===== src/rtl/bp_pkg.sv =====
// rtl/bp_pkg.sv - shared types and counter helpers for the gshare branch predictor
package bp_pkg;

    typedef enum logic {
        INIT,
        READY
    } bp_state_e;

    // Helpers work on the widest legal counter (4 bits); callers truncate to CTR_BITS.
    function automatic logic [3:0] ctr_max(input int bits);
        return 4'((1 << bits) - 1);
    endfunction

    function automatic logic [3:0] sat_inc(input logic [3:0] ctr, input int bits);
        return (ctr >= ctr_max(bits)) ? ctr_max(bits) : ctr + 4'd1;
    endfunction

    function automatic logic [3:0] sat_dec(input logic [3:0] ctr);
        return (ctr == 4'd0) ? 4'd0 : ctr - 4'd1;
    endfunction

    function automatic logic [3:0] weak_not_taken(input int bits);
        return 4'((1 << (bits - 1)) - 1);
    endfunction

endpackage


===== src/rtl/pht_ram.sv =====
// rtl/pht_ram.sv - 1R/1W synchronous pattern history table with write-to-read bypass
module pht_ram #(
    parameter int ADDR_BITS = 10,
    parameter int DATA_BITS = 2
) (
    input  logic                 clk,
    input  logic [ADDR_BITS-1:0] raddr,
    output logic [DATA_BITS-1:0] rdata,
    input  logic                 we,
    input  logic [ADDR_BITS-1:0] waddr,
    input  logic [DATA_BITS-1:0] wdata
);

    logic [DATA_BITS-1:0] mem [0:(1 << ADDR_BITS)-1];
    logic [DATA_BITS-1:0] rdata_q;
    logic [DATA_BITS-1:0] rdata_d;

    // A colliding write wins so the reader never sees the stale entry.
    always_comb begin
        rdata_d = mem[raddr];
        if (we && (waddr == raddr)) begin
            rdata_d = wdata;
        end
    end

    always_ff @(posedge clk) begin
        if (we) begin
            mem[waddr] <= wdata;
        end
        rdata_q <= rdata_d;
    end

    assign rdata = rdata_q;

endmodule


===== src/rtl/gshare_predictor.sv =====
// rtl/gshare_predictor.sv - gshare direction predictor with speculative global history
module gshare_predictor
    import bp_pkg::*;
#(
    parameter int INDEX_BITS = 10,
    parameter int GHR_BITS   = 8,
    parameter int CTR_BITS   = 2
) (
    input  logic                  clk,
    input  logic                  rst,
    input  logic                  fetch_valid,
    input  logic [31:0]           fetch_pc,
    output logic                  pred_valid,
    output logic                  pred_taken,
    output logic [CTR_BITS-1:0]   pred_ctr,
    output logic [GHR_BITS-1:0]   pred_ghr,
    input  logic                  res_valid,
    input  logic [31:0]           res_pc,
    input  logic [GHR_BITS-1:0]   res_ghr,
    input  logic [CTR_BITS-1:0]   res_ctr,
    input  logic                  res_branch,
    input  logic                  res_jump,
    input  logic                  res_taken,
    input  logic                  res_mispredict,
    output logic                  init_busy
);

    bp_state_e             state_q, state_d;
    logic [INDEX_BITS-1:0] walk_q, walk_d;
    logic [GHR_BITS-1:0]   ghr_q, ghr_d;
    logic [GHR_BITS-1:0]   pred_ghr_q, pred_ghr_d;
    logic                  pred_valid_q, pred_valid_d;
    logic                  init_busy_q, init_busy_d;

    logic                  ready;
    logic                  lookup_acc;
    logic                  res_write;
    logic                  res_recover;
    logic [INDEX_BITS-1:0] rd_idx;
    logic [INDEX_BITS-1:0] wr_idx;
    logic [CTR_BITS-1:0]   res_next;
    logic                  ram_we;
    logic [INDEX_BITS-1:0] ram_waddr;
    logic [CTR_BITS-1:0]   ram_wdata;
    logic [CTR_BITS-1:0]   ram_rdata;
    logic                  unused_pc_bits;

    assign unused_pc_bits = ^{fetch_pc[31:INDEX_BITS+2], fetch_pc[1:0],
                              res_pc[31:INDEX_BITS+2], res_pc[1:0]};

    always_comb begin
        ready       = (state_q == READY);
        lookup_acc  = fetch_valid && ready;
        res_write   = res_valid && ready && (res_branch || res_jump);
        res_recover = res_valid && ready && res_mispredict;
        rd_idx      = fetch_pc[INDEX_BITS+1:2] ^ INDEX_BITS'(ghr_q);
        wr_idx      = res_pc[INDEX_BITS+1:2] ^ INDEX_BITS'(res_ghr);

        if (res_jump) begin
            res_next = '1;
        end else if (res_taken) begin
            res_next = CTR_BITS'(sat_inc(4'(res_ctr), CTR_BITS));
        end else begin
            res_next = CTR_BITS'(sat_dec(4'(res_ctr)));
        end

        // The init walker owns the write port until the table is fully seeded.
        if (state_q == INIT) begin
            ram_we    = 1'b1;
            ram_waddr = walk_q;
            ram_wdata = CTR_BITS'(weak_not_taken(CTR_BITS));
        end else begin
            ram_we    = res_write;
            ram_waddr = wr_idx;
            ram_wdata = res_next;
        end
    end

    always_comb begin
        state_d      = state_q;
        walk_d       = walk_q;
        ghr_d        = ghr_q;
        pred_valid_d = lookup_acc;
        pred_ghr_d   = lookup_acc ? ghr_q : '0;

        if (state_q == INIT) begin
            walk_d = walk_q + 1'b1;
            if (walk_q == '1) begin
                state_d = READY;
            end
        end else if (res_recover) begin
            ghr_d = GHR_BITS'({res_ghr, res_taken});
        end else if (pred_valid_q) begin
            // Speculative history: shift in the direction just predicted.
            ghr_d = GHR_BITS'({ghr_q, ram_rdata[CTR_BITS-1]});
        end

        init_busy_d = (state_d == INIT);
    end

    always_ff @(posedge clk) begin
        if (rst) begin
            state_q      <= INIT;
            walk_q       <= '0;
            ghr_q        <= '0;
            pred_valid_q <= 1'b0;
            pred_ghr_q   <= '0;
            init_busy_q  <= 1'b1;
        end else begin
            state_q      <= state_d;
            walk_q       <= walk_d;
            ghr_q        <= ghr_d;
            pred_valid_q <= pred_valid_d;
            pred_ghr_q   <= pred_ghr_d;
            init_busy_q  <= init_busy_d;
        end
    end

    pht_ram #(
        .ADDR_BITS (INDEX_BITS),
        .DATA_BITS (CTR_BITS)
    ) u_pht (
        .clk   (clk),
        .raddr (rd_idx),
        .rdata (ram_rdata),
        .we    (ram_we),
        .waddr (ram_waddr),
        .wdata (ram_wdata)
    );

    assign pred_valid = pred_valid_q;
    assign pred_ctr   = pred_valid_q ? ram_rdata : '0;
    assign pred_taken = pred_ctr[CTR_BITS-1];
    assign pred_ghr   = pred_ghr_q;
    assign init_busy  = init_busy_q;

endmodule

===== config.mk =====
export PLATFORM = sky130hd
export DESIGN_NAME = gshare_predictor
export DESIGN_NICKNAME = d
export VERILOG_FILES = /design/src/rtl/bp_pkg.sv /design/src/rtl/pht_ram.sv /design/src/rtl/gshare_predictor.sv
export SDC_FILE = /design/constraint.sdc
export NUM_CORES = 2
export LEC_CHECK = 0
export BUFFER_PORTS_ARGS = -buffer_cell sky130_fd_sc_hd__buf_2
export CAP_MARGIN = 20
export CORE_UTILIZATION = 50
export CTS_CLUSTER_DIAMETER = 100
export DETAILED_ROUTE_END_ITERATION = 7
export HOLD_SLACK_MARGIN = 0.08
export PLACE_DENSITY = 0.67
export SYNTH_ARGS = -nofsm -noshare
export SYNTH_HDL_FRONTEND = slang
export SYNTH_SLANG_ARGS = --single-unit

===== constraint.sdc =====
create_clock -name clk -period 19.29 [get_ports clk]
set_input_delay 2.8935 -clock clk [delete_from_list [all_inputs] [get_ports clk]]
set_output_delay 2.8935 -clock clk [all_outputs]
set_load 0.01 [all_outputs]

-- Yosys cells after proc, flatten, opt, wreduce, memory -nomap -nowiden
Memories as Yosys holds them, arrays and structs flattened. A register that Yosys moved wholly into a read port is not among the register bits.
Cells that the tools add are included.
- register bits after elaboration: 29
- bits in writable memories: 2048
- memories: 1
- order comparisons: 1
- eq/ne operators: 1
- multiplexer cells: 14
- reduce and logical (&&, ||, !) cells: 9
- bitwise gates (word level): 4
- add/sub/neg operators: 3
- memory list (memory ; depth ; bits a word ; read ports ; clocked after memory_dff ; write ports ; RTL line ; RTL):
    u_pht.mem ; 1024 ; 2 ; 1 ; 1 ; 1 ; pht_ram.sv:14 ; logic [DATA_BITS-1:0] mem [0:(1 << ADDR_BITS)-1];
- operators by type and width (operator ; count):
    $xor A10 B8 Y10 ; 2
    $mux W8 ; 2
    $mux W2 ; 6
    $add A10 B1 Y10 const B ; 1
    $eq A10 B10 Y1 const B ; 1
    $mux W10 ; 1
    $mux W1 ; 5
    $logic_and A1 B1 Y1 ; 4
    $add A2 B1 Y2 const B ; 1
    $ge A2 B2 Y1 const B ; 1
    $logic_not A2 Y1 ; 1
    $not A1 Y1 ; 2
    $reduce_and A2 Y1 ; 1
    $reduce_bool A2 Y1 ; 1
    $reduce_or A2 Y1 ; 1
    $sub A2 B1 Y2 const B ; 1
    $logic_or A1 B1 Y1 ; 1

-- Logic depth before layout (Yosys ltp)
- depth after elaboration: 5
- mapped depth: 15

-- Cells and area by module
From an unflattened synthesis, not the netlist that was laid out.
- cells, all modules: 4971
- area total of the unflattened synthesis: 85356.9 um^2
- by module, submodules not included (module ; sequential area each (um^2) ; area an instance (um^2) ; times used ; cells each):
    pht_ram ; 61699.2 ; 83918.0 ; 1 ; 4801
    gshare_predictor ; 580.6 ; 1438.9 ; 1 ; 170

-- Worst setup path before layout
OpenSTA, ideal clock, no wires.
- path kind: input to register
- start: input res_ctr[0]
- end: memory u_pht.mem[0][1], data pin
- arrival: 15.556 ns
- path slack: 0.939 ns
- path buffers: 0
- cell stages on the path: 2
- cell sequence: maj3_1 > o21a_1
- longest elaborated chain between the ends: 5
- RTL lines (element ; RTL line ; RTL):
    from (decl) ; gshare_predictor.sv:20 ; input logic [CTR_BITS-1:0] res_ctr,
    $sub A2 B1 Y2 (tied with other cells) ; bp_pkg.sv:19 ; return (ctr == 4'd0) ? 4'd0 : ctr - 4'd1;
    $mux W2 (on tied branches) ; bp_pkg.sv:19, bp_pkg.sv:15 ;
    $mux W2 (*) ; gshare_predictor.sv:61 ; end else if (res_taken) begin
    $mux W2 (*) ; gshare_predictor.sv:59 ; if (res_jump) begin
    $mux W2 (*) ; gshare_predictor.sv:68 ; if (state_q == INIT) begin
    net ram_wdata[1] ; gshare_predictor.sv:44 ; logic [CTR_BITS-1:0] ram_wdata;
    to (decl) ; pht_ram.sv:14 ;
The timed path passes the listed nets; every way through them passes the cells marked *.

==> results.sh <==
export IMPL_status="finished, final reports clean"
export IMPL_synth_top_flop_cell="edfxtp_1"
export IMPL_synthTopCellsByArea="edfxtp_1 73%, mux4_2 16%, nor2_1 4.9%, dfxtp_1 0.92%, mux2i_1 0.78%"
export IMPL_initial_utilization=0.504
export IMPL_max_freq_mhz=101
export IMPL_avgSynthCellArea_sq_um=18.2
export IMPL_cellLeakagePower_nw=30.8
export IMPL_fin_area_sq_um=94100
export IMPL_setup_viol_count_final=0
export IMPL_cts_path_max_buffers=3
export IMPL_p_comb_frac=0.038
export IMPL_cp_end_kind="output pin"
export IMPL_cp_endpoint="pred_taken"
export IMPL_place_hpwl_mm=122
export IMPL_worstPathRequired_ps=16400
export IMPL_die_area_sq_um=171000
export IMPL_synthArstFlopShare=0
export IMPL_area_growth_pct=11.3
export IMPL_clkPwrFrac=0.424
export IMPL_power_mw=9.14
export IMPL_cts_resized=0
export IMPL_vias_per_cell=6.36
export IMPL_firstDrtPassIters=7
export IMPL_final_cell_mix="2048 x edfxtp_1, 1091 x nor2_1, 585 x mux4_2"
export IMPL_drc_errors=0
export IMPL_syn_area_sq_um=84500
export IMPL_hold_depth=1
export IMPL_synth_top_cell_area_share=0.728
export IMPL_cts_hold_fix_buffers=0
export IMPL_grt_total_usage=0.262
export IMPL_hold_viol_final=0
export IMPL_p_int_mw=7.20
export IMPL_portBuffers=50
export IMPL_ios=95
export IMPL_worstReg2RegEnd="ghr_q[0]$_SDFFE_PP0P_"
export IMPL_clock_latency_ps=850
export IMPL_coreArea_sq_um=168000
export IMPL_cts_root_buf="clkbuf_16"
export IMPL_fin_tns_setup_ps=0
export IMPL_fin_crit_ps=9900
export IMPL_synth_warnings=0
export IMPL_syn_num_nets=4731
export IMPL_worst_setup_path_start_kind="register"
export IMPL_cts_tree="done"
export IMPL_drt_total_wl_mm=220
export IMPL_grt_antenna_before_repair=11
export IMPL_detailed_place_area_sq_um=87200
export IMPL_p_switching_mw=1.94
export IMPL_critical_path_class="register to output pin"
export IMPL_grt_max_degree=125
export IMPL_drv_slew=0
export IMPL_power_density_nw_per_um2=97.1
export IMPL_gp_congestion=0.837
export IMPL_numCtsBuffers=202
export IMPL_finClkSkew_ps=44.7
export IMPL_synth_seq_cells=2087
export IMPL_final_common_cell="edfxtp_1"
export IMPL_cts_sinks=2087
export IMPL_yosys_area_top_type="edfxtp_1"
export IMPL_power_frac_seq=0.538
export IMPL_rows=150
export IMPL_r2r_cells=10
export IMPL_ff2ff_setup_slack_ps=13360
export IMPL_h_tree_depth=4
export IMPL_rsz0062_at_grt="false"
export IMPL_post_route_period_util=0.513
export IMPL_cp_max_fo=42
export IMPL_routedWlPerCell_microns=31.3
export IMPL_worstPathArrival_ps=7000
export IMPL_die_w_microns=413
export IMPL_synth_edf_count=2048
export IMPL_grt_pass1_wl_mm=316
export IMPL_die_h_microns=413
export IMPL_whs_ps=535
export IMPL_ant_nets=0
export IMPL_num_vias=44700
export IMPL_switching_share=0.212
export IMPL_postCtsSetupBuffers=0
export IMPL_syn_inst=4648
export IMPL_clkTransAtPathRegs_ps=60
export IMPL_drt_initial_drc_count=6110
export IMPL_grt_ovfl_total=0
export IMPL_vdd_drop_max_mv=0.0888
export IMPL_grt_pass1_vias=44900
export IMPL_tightest_slew_ps=1130
export IMPL_ys_seq_area_frac=0.737
export IMPL_cap_viol_max_count=0
export IMPL_ys_types=61
export IMPL_hp_class="register to register"
export IMPL_drive_gt1_frac=0.229
export IMPL_fin_nets=4744
export IMPL_max_slew_margin=0.241
## critical path, cell delays in order (launching register included)
cell,delay (ps)
dfxtp_4,810
buf_4,730
buf_4,800
buf_4,640
mux4_2,330
a22oi_1,110
a211oi_1,510
o41ai_1,190
nor4_1,910
o32a_1,580
and2_1,290
buf_2,160
## per-stage QoR
step | setup WS [ps] | utilization | std cells
3_3_place_gp | 10160 | 0.518 | 6632
5_1_grt | 9000 | 0.561 | 7031
6_report | 9390 | 0.561 | 7034
2_1_floorplan | 939 | - | 4648
3_5_place_dp | 10120 | 0.520 | 6645
4_1_cts | 9210 | 0.559 | 7015
## cell families after synthesis
logic type,share of synthesized area
DFF,0.737
AOI/OAI and AO/OA,0.0148
xor gates and xnor gates,0.00238
muxes,0.164
and+or+nand+nor,0.0617
adders and majority gates,0.000385
buffers and inverters,0.0196
## synth_stat cells, drive strengths merged, types with 8 or more instances
cell	n
o22ai	13
xor2	11
nor2b	19
buf	212
and2	15
nor2	1094
nor3	14
mux2i	66
mux4	585
nand3	18
clkbuf	157
edfxtp	2048
a22oi	60
a21oi	37
nand4	8
nand2b	12
o21ai	16
dfxtp	39
nand2	118
xnor2	12
## power groups by stage
stage	sequential (mW)	combinational (mW)	clock, mW
after floorplan	5.00	0.229	0
after global placement	5.01	0.348	0
after detailed placement	5.01	0.348	0
after CTS	4.92	0.350	3.91
after global routing	4.91	0.361	4.07
final	4.91	0.348	3.88
## worst min path at each step
| stage | startpoint | endpoint | slack, ps |
|---|---|---|---|
| after floorplan | ghr_q[7]$_SDFFE_PP0P_ | register | 440 |
| after global placement | ghr_q[4]$_SDFFE_PP0P_ | register | 510 |
| after detailed placement | ghr_q[4]$_SDFFE_PP0P_ | register | 510 |
| after CTS | ghr_q[4]$_SDFFE_PP0P_ | pred_ghr[4]$_SDFF_PP0_ | 540 |
| after global routing | ghr_q[4]$_SDFFE_PP0P_ | register | 560 |
| final | ghr_q[4]$_SDFFE_PP0P_ | register | 540 |
## state kept, by name, summed over array words and instances (netlist names), named ones only
| signal | count |
|---|---|
| u_pht.mem | 2048 |
| ready | 1 |
| ghr_q | 8 |
| init_busy | 1 |
| pred_valid | 1 |
| pred_ghr | 8 |
| walk_q | 10 |
## metal layers
| metal | GRT usage | part of all wire | vias up |
|---|---|---|---|
| met1 | 0.371 | 0.39 | 23700 |
| met2 | 0.416 | 0.48 | 2402 |
| met3 | 0.0516 | 0.10 | 335 |
| met5 | 0 | 0.00020 | - |
| li1 | - | - | 18300 |
| met4 | 0.0762 | 0.027 | 6 |
## layout make-up
class,instances,area [sq um]
Clock buffer,242,5280
Clock inverter,128,1180
Tap cell,2204,2760
Inverter,8,30.0
Timing Repair Buffer,178,1820
Sequential cell,2087,62300
Fill cell,12600,73500
Antenna cell,3,7.51
Multi-Input combinational cell,2184,20700
Note: power is estimated with default switching activity, not from simulation.
